File: config.mk
export PLATFORM = sky130hd
export DESIGN_NAME = ether_rx_frame_flat
export DESIGN_NICKNAME = d
export VERILOG_FILES = /design/src/rtl/ether_pkg.sv /design/src/rtl/ether_rx_frame_if.sv /design/src/rtl/ether_crc32_d8.sv /design/src/rtl/ether_rx_frame.sv /design/src/flat_wrapper.sv
export SDC_FILE = /design/constraint.sdc
export NUM_CORES = 1
export LEC_CHECK = 0
export ABC_AREA = 1
export BUFFER_PORTS_ARGS = -buffer_cell sky130_fd_sc_hd__buf_2
export CORE_MARGIN = 2
export CORE_UTILIZATION = 40
export DETAILED_ROUTE_END_ITERATION = 12
export HOLD_SLACK_MARGIN = 0.06
export MAX_ROUTING_LAYER = met4
export PLACE_DENSITY_LB_ADDON = 0.2
export SLEW_MARGIN = 10
export SYNTH_ARGS = -nofsm -noshare
export SYNTH_HDL_FRONTEND = slang
export SYNTH_SLANG_ARGS = --single-unit
export TNS_END_PERCENT = 100
File: constraint.sdc
create_clock -name phy_rx_clk -period 2.4 [get_ports phy_rx_clk]
set_input_delay 0.12 -clock phy_rx_clk [delete_from_list [all_inputs] [get_ports phy_rx_clk]]
set_output_delay 0.12 -clock phy_rx_clk [all_outputs]
set_load 0.02 [all_outputs]
File: src/rtl/ether_pkg.sv
// Shared Ethernet constants and receive-FSM state type for the GMII front end.
package ether_pkg;

  localparam logic [7:0]  PREAMBLE_BYTE = 8'h55;
  localparam logic [7:0]  SFD_BYTE      = 8'hD5;

  localparam logic [31:0] CRC_POLY      = 32'hEDB88320;
  localparam logic [31:0] CRC_INIT      = 32'hFFFFFFFF;
  localparam logic [31:0] CRC_RESIDUE   = 32'hDEBB20E3;

  typedef enum logic [1:0] {
    ST_IDLE,
    ST_PRE,
    ST_BODY,
    ST_DROP
  } rx_state_t;

endpackage

File: src/rtl/ether_rx_frame_if.sv
// Payload byte stream leaving the receive front end, with frame strobes and verdict.
interface ether_rx_frame_if;

  logic [7:0] out_data;
  logic       out_valid;
  logic       out_sof;
  logic       out_end;
  logic       out_good;

  modport master (output out_data, output out_valid, output out_sof,
                  output out_end, output out_good);
  modport slave  (input  out_data, input  out_valid, input  out_sof,
                  input  out_end, input  out_good);

endinterface

File: src/rtl/ether_crc32_d8.sv
// Byte-wide IEEE 802.3 CRC-32 step (reflected, LSB first); shared with the TX path.
module ether_crc32_d8
  import ether_pkg::*;
(
  input  logic [31:0] crc_in,
  input  logic [7:0]  data,
  output logic [31:0] crc_out
);

  logic [31:0] c;

  always_comb begin
    c = crc_in;
    for (int unsigned i = 0; i < 8; i++) begin
      if (c[0] ^ data[i]) c = (c >> 1) ^ CRC_POLY;
      else                c = c >> 1;
    end
    crc_out = c;
  end

endmodule

File: src/rtl/ether_rx_frame.sv
// GMII receive front end: preamble/SFD detection, FCS strip, CRC/length check,
// payload stream with sof/end strobes and saturating frame statistics.
module ether_rx_frame
  import ether_pkg::*;
#(
  parameter int MIN_LEN = 64,
  parameter int MAX_LEN = 1518,
  parameter int CNT_W   = 16
) (
  input  logic             phy_rx_clk,
  input  logic             rst,
  input  logic             phy_rx_dv,
  input  logic             phy_rx_er,
  input  logic [7:0]       phy_rx_data,
  ether_rx_frame_if.master out_if,
  output logic [CNT_W-1:0] cnt_ok,
  output logic [CNT_W-1:0] cnt_bad,
  output logic [CNT_W-1:0] cnt_drop
);

  // Byte count saturates one past MAX_LEN so giants never wrap back into range.
  localparam int                LEN_W   = $clog2(MAX_LEN + 2);
  localparam logic [LEN_W-1:0]  LEN_MIN = LEN_W'(MIN_LEN);
  localparam logic [LEN_W-1:0]  LEN_MAX = LEN_W'(MAX_LEN);
  localparam logic [LEN_W-1:0]  LEN_FCS = LEN_W'(4);
  localparam logic [CNT_W-1:0]  CNT_TOP = '1;

  logic             dv_q;
  logic             er_q;
  logic [7:0]       data_q;
  rx_state_t        state;
  logic [3:0][7:0]  dly;
  logic [31:0]      crc;
  logic [31:0]      crc_nxt;
  logic [LEN_W-1:0] cnt;
  logic             er_seen;
  logic             frame_good;

  ether_crc32_d8 u_crc (
    .crc_in  (crc),
    .data    (data_q),
    .crc_out (crc_nxt)
  );

  assign frame_good = (crc == CRC_RESIDUE) && !er_seen &&
                      (cnt >= LEN_MIN) && (cnt <= LEN_MAX);

  function automatic logic [CNT_W-1:0] sat_inc(input logic [CNT_W-1:0] v);
    return (v == CNT_TOP) ? v : v + 1'b1;
  endfunction

  always_ff @(posedge phy_rx_clk or negedge rst) begin
    if (!rst) begin
      dv_q             <= 1'b0;
      er_q             <= 1'b0;
      data_q           <= '0;
      state            <= ST_IDLE;
      dly              <= '0;
      crc              <= CRC_INIT;
      cnt              <= '0;
      er_seen          <= 1'b0;
      out_if.out_data  <= '0;
      out_if.out_valid <= 1'b0;
      out_if.out_sof   <= 1'b0;
      out_if.out_end   <= 1'b0;
      out_if.out_good  <= 1'b0;
      cnt_ok           <= '0;
      cnt_bad          <= '0;
      cnt_drop         <= '0;
    end else begin
      dv_q   <= phy_rx_dv;
      er_q   <= phy_rx_er;
      data_q <= phy_rx_data;

      out_if.out_valid <= 1'b0;
      out_if.out_sof   <= 1'b0;
      out_if.out_end   <= 1'b0;
      out_if.out_good  <= 1'b0;

      case (state)
        ST_IDLE: begin
          if (dv_q) begin
            if (data_q == PREAMBLE_BYTE) begin
              state <= ST_PRE;
            end else begin
              state    <= ST_DROP;
              cnt_drop <= sat_inc(cnt_drop);
            end
          end
        end

        ST_PRE: begin
          if (dv_q && data_q == PREAMBLE_BYTE) begin
            state <= ST_PRE;
          end else if (dv_q && data_q == SFD_BYTE) begin
            state   <= ST_BODY;
            crc     <= CRC_INIT;
            cnt     <= '0;
            er_seen <= 1'b0;
          end else begin
            state    <= ST_DROP;
            cnt_drop <= sat_inc(cnt_drop);
          end
        end

        ST_BODY: begin
          if (dv_q) begin
            crc     <= crc_nxt;
            dly     <= {dly[2:0], data_q};
            er_seen <= er_seen | er_q;
            if (cnt <= LEN_MAX) cnt <= cnt + 1'b1;
            // A byte leaves the delay line only when four newer bytes exist, so the FCS never does.
            if (cnt >= LEN_FCS && cnt < LEN_MAX) begin
              out_if.out_data  <= dly[3];
              out_if.out_valid <= 1'b1;
              out_if.out_sof   <= (cnt == LEN_FCS);
            end
          end else begin
            out_if.out_end  <= 1'b1;
            out_if.out_good <= frame_good;
            if (frame_good) cnt_ok  <= sat_inc(cnt_ok);
            else            cnt_bad <= sat_inc(cnt_bad);
            state <= ST_IDLE;
          end
        end

        ST_DROP: begin
          if (!dv_q) state <= ST_IDLE;
        end

        default: state <= ST_IDLE;
      endcase
    end
  end

endmodule

File: src/flat_wrapper.sv
// flat-port wrapper written by rule: the top's interface ports become plain ports
module ether_rx_frame_flat import ether_pkg::*;
#(
  parameter int MIN_LEN = 64,
  parameter int MAX_LEN = 1518,
  parameter int CNT_W   = 16
)
  (phy_rx_clk, rst, phy_rx_dv, phy_rx_er, phy_rx_data, cnt_ok, cnt_bad, cnt_drop, out_if_out_data, out_if_out_valid, out_if_out_sof, out_if_out_end, out_if_out_good);
  ether_rx_frame_if out_if_i ();
  input  logic phy_rx_clk;
  input  logic rst;
  input  logic phy_rx_dv;
  input  logic phy_rx_er;
  input  logic [7:0] phy_rx_data;
  output logic [CNT_W-1:0] cnt_ok;
  output logic [CNT_W-1:0] cnt_bad;
  output logic [CNT_W-1:0] cnt_drop;
  output wire logic [$bits(out_if_i.out_data)-1:0] out_if_out_data;
  output wire logic [$bits(out_if_i.out_valid)-1:0] out_if_out_valid;
  output wire logic [$bits(out_if_i.out_sof)-1:0] out_if_out_sof;
  output wire logic [$bits(out_if_i.out_end)-1:0] out_if_out_end;
  output wire logic [$bits(out_if_i.out_good)-1:0] out_if_out_good;
  assign out_if_out_data = out_if_i.out_data;
  assign out_if_out_valid = out_if_i.out_valid;
  assign out_if_out_sof = out_if_i.out_sof;
  assign out_if_out_end = out_if_i.out_end;
  assign out_if_out_good = out_if_i.out_good;
  ether_rx_frame #(.MIN_LEN(MIN_LEN), .MAX_LEN(MAX_LEN), .CNT_W(CNT_W)) u_core (.phy_rx_clk(phy_rx_clk), .rst(rst), .phy_rx_dv(phy_rx_dv), .phy_rx_er(phy_rx_er), .phy_rx_data(phy_rx_data), .out_if(out_if_i), .cnt_ok(cnt_ok), .cnt_bad(cnt_bad), .cnt_drop(cnt_drop));
endmodule
==> run_results.csv <==
group,metric,value,unit
grt,grt_overflow,0,
place,gp_congestion,0.913,
routing,drc,0,
timing,rsz0062_at_grt,"no",
place,post-place-ws,0.330,ns
critical_path,rr_endpoint,"u_core.cnt_bad[14]",
floorplan,fp.dieArea,22300,um2
pwr,pwr-share-comb,39.7,%
timing,min_period_over_period,86.2,%
critical_path,worst-path-max-fanout,20,
critical_path,crit_path_start_kind,"flip-flop",
clocking,root_buffer,"clkbuf_16",
pwr,power_density,1070,nW/um2
synth,synthArstFlopShare,100,%
grt,antenna_found_initial,0,
synth,synth_flop_cell,"dfrtp_1",
pwr,irDropWorstVdd,0.536,mV
place,dp_hpwl,14.5,mm
place,portBuffers,71,
pwr,p_clk_share,25.5,%
run_status,status,"complete, no violations",
timing,maxSlewHeadroom,65.3,%
clocking,postCtsResizedCells,0,
timing,worst_pin_slew,0.521,ns
critical_path,worst-path-buf-inv,4,
timing,setup_ws,0.332,ns
timing,fin_skew,0.00930,ns
grt,grt_max_degree,68,
worst_hold_path,hold_path_class,"in2async",
pwr,seqPwrFrac,34.9,%
clocking,clock-sinks,148,
synth,synth-edff-count,0,
critical_path,r2r_start,"u_core.state[0]",
pwr,p_int,6010,uW
run,max_cap_violations,0,
pwr,power.switching,4540,uW
floorplan,rows,53,
floorplan,fp.dieW,149,um
synth,synth_warnings,0,
clocking,cts_setup_buffers,0,
synth,synth-seq-cells,148,
clocking,cts_hold_buffers,11,
routing,wire_per_inst,13.4,um
timing,hold_violations,0,
timing,finalSetupViolCount,0,
critical_path,crit_slowest_cell,"dfrtp_1",
clocking,clk_pin_slew,0.07,ns
critical_path,endpoint,"u_core.cnt_bad[14]",
routing,dr_total_vias,7112,
routing,wl,20.1,mm
synth,synth_cell_type_count,38,
pwr,power.leakage,0.00512,uW
synth,syn_inst,1119,
cells_and_area,register_area,3740,um2
cells_and_area,final_nets,1231,
grt,grt.total_usage,19.6,%
routing,ant_nets,0,
grt,grt_first_pass_wirelength,33.9,mm
critical_path,required,2.71,ns
grt,grt_pass1_vias,6741,
routing,viasPerCell,4.75,
clocking,clock_path_buffers,2,
clocking,clock_latency,0.43,ns
synth,ys_seq_area_share,44.3,%
floorplan,start_util,40.4,%
clocking,cts_max_level,4,
cells_and_area,area_delta_synth_final,16.6,%
critical_path,slowest_delay,0.42,ns
pwr,swShare,43.0,%
routing,drt_iter0_markers,409,
critical_path,cp-end-kind,"flip-flop",
cells_and_area,drive_gt1_share,15.6,%
critical_path,timing.critical_path.from,"u_core.state[0]",
critical_path,rr_worst_depth,10,
cells_and_area,diodes,0,
timing,final.setup.tns,0,ns
critical_path,crit_cells,10,
critical_path,crit_type,"reg2reg",
cells_and_area,multiInputGateArea,4120,um2
timing,timing.fmax,484,MHz
synth,synth_area,8450,um2
critical_path,ff2ff_setup_slack,0.33,ns
critical_path,path_delay_family,"buffers and inverters",
critical_path,crit_chain,"inv_1 > ha_1 > inv_2 > nor2_2 > inv_2 > a21oi_2 > nand2_1 > buf_4 > nand2_1 > o21ai_1",
synth,avgSynthCellArea,7.55,um2
floorplan,die-height,149,um
floorplan,coreArea,20900,um2
cells_and_area,fill_cells,2139,
timing,period_needed,2.07,ns
floorplan,io_pins,72,
critical_path,cp.arrival,2.38,ns
timing,drv_slew,0,
clocking,cts_buffers,17,
clocking,cts_tree,"done",
routing,drt_pass1_iterations,6,
synth,syn-num-nets,1141,
[cell usage after synthesis, types with 4 or more instances]
library cell | instances | share of area [%]
xor2_1 | 68 | 7.0
nand3_2 | 7 | 0.83
clkbuf_1 | 9 | 0.40
nand4_1 | 25 | 1.9
buf_2 | 9 | 0.53
ha_1 | 10 | 1.5
nor3_1 | 20 | 1.2
nand3_1 | 74 | 4.4
nand2_2 | 10 | 0.74
nor2_2 | 4 | 0.30
dfstp_2 | 32 | 10
buf_4 | 5 | 0.44
dfrtp_1 | 116 | 34
xnor2_1 | 19 | 2.0
o21ai_0 | 35 | 2.1
o21ai_1 | 10 | 0.59
inv_2 | 7 | 0.31
nor2_1 | 86 | 3.8
a22oi_1 | 10 | 0.89
inv_1 | 108 | 4.8
nand2_1 | 415 | 18
a21oi_1 | 12 | 0.71
[metal layers]
layer	part of all wire (%)	global-route usage (%)	vias up
met1	49	26.9	3273
met5	0	-	-
met3	3.1	3.39	25
met2	46	29.8	122
li1	-	-	3692
met4	1.5	5.57	0
[placed cells by master, fill, tap and decap left out, types with 15 or more instances in the layout]
cell	synthesis	routed
nand2_1	415	415
dfrtp_1	116	116
inv_1	108	108
nor2_1	86	86
nand3_1	74	74
buf_2	9	70
xor2_1	68	68
o21ai_0	35	35
dfstp_2	32	32
nand4_1	25	25
nor3_1	20	20
xnor2_1	19	19
clkbuf_16	0	17
buf_4	5	15
[area by class of cell]
| type | count | share of cell area (%) |
|---|---|---|
| flip-flops and latches | 148 | 38.0 |
| inverters | 115 | 4.38 |
| multi-input cells | 829 | 41.8 |
| clock buffers | 17 | 4.32 |
| clock inverters | 15 | 1.89 |
| repair buffers | 98 | 6.13 |
| well taps | 275 | 3.49 |
[how the worst min path moves through the flow]
stage               start                 end  slack [ns]  cells past startpoint
global route          rst  u_core.cnt_drop[9]        0.22                      2
detailed placement    rst  u_core.cnt_drop[4]        0.07                      1
global placement      rst  u_core.cnt_drop[4]        0.07                      1
CTS                   rst  u_core.cnt_drop[4]        0.19                      2
floorplan             rst       u_core.cnt[0]       -0.18                      0
finish                rst  u_core.cnt_drop[4]        0.18                      2
[sequential cells by signal, summed over array words and instances (netlist names)]
signal / flops
u_core.cnt_ok: 16
u_core.data_q: 8
u_core.out_if.out_valid: 1
u_core.out_if.out_sof: 1
u_core.out_if.out_end: 1
u_core.cnt_bad: 16
u_core.er_seen: 1
u_core.out_if.out_data: 8
u_core.state: 2
u_core.er_q: 1
u_core.crc: 32
u_core.cnt: 11
u_core.dv_q: 1
u_core.out_if.out_good: 1
u_core.cnt_drop: 16
u_core.dly: 32
[logic make-up after synthesis]
kind of cell,Yosys count,share of synthesized area [%]
and+or+nand+nor,655,33.0
DFF,148,44.3
buffers and inverters,142,6.93
xor gates and xnor gates,88,9.21
AOI/OAI and AO/OA,76,5.09
adders and majority gates,10,1.48
[power by group through the flow]
stage | sequential, uW | combinational (uW) | clock [uW]
global placement | 3700 | 4140 | 0
CTS | 3680 | 4210 | 2760
floorplan | 3690 | 3140 | 0
detailed placement | 3720 | 4170 | 0
global route | 3760 | 4780 | 2900
finish | 3680 | 4190 | 2680
[per-stage QoR]
| stage | total power (uW) | instance area (um2) | hold slack, ns | cells | utilization [%] |
|---|---|---|---|---|---|
| final | 10500 | 9860 | 0.176 | 1497 | 47.2 |
| after global routing | 11400 | 9860 | 0.215 | 1497 | 47.2 |
| after CTS | 10700 | 9860 | 0.192 | 1497 | 47.2 |
| after detailed placement | 7890 | 9130 | 0.0721 | 1454 | 43.7 |
| after global placement | 7840 | 9130 | 0.0698 | 1454 | 43.7 |
| after floorplan | 6820 | 8450 | -0.176 | 1119 | - |
No activity file was read; power rests on OpenSTA's default activity.
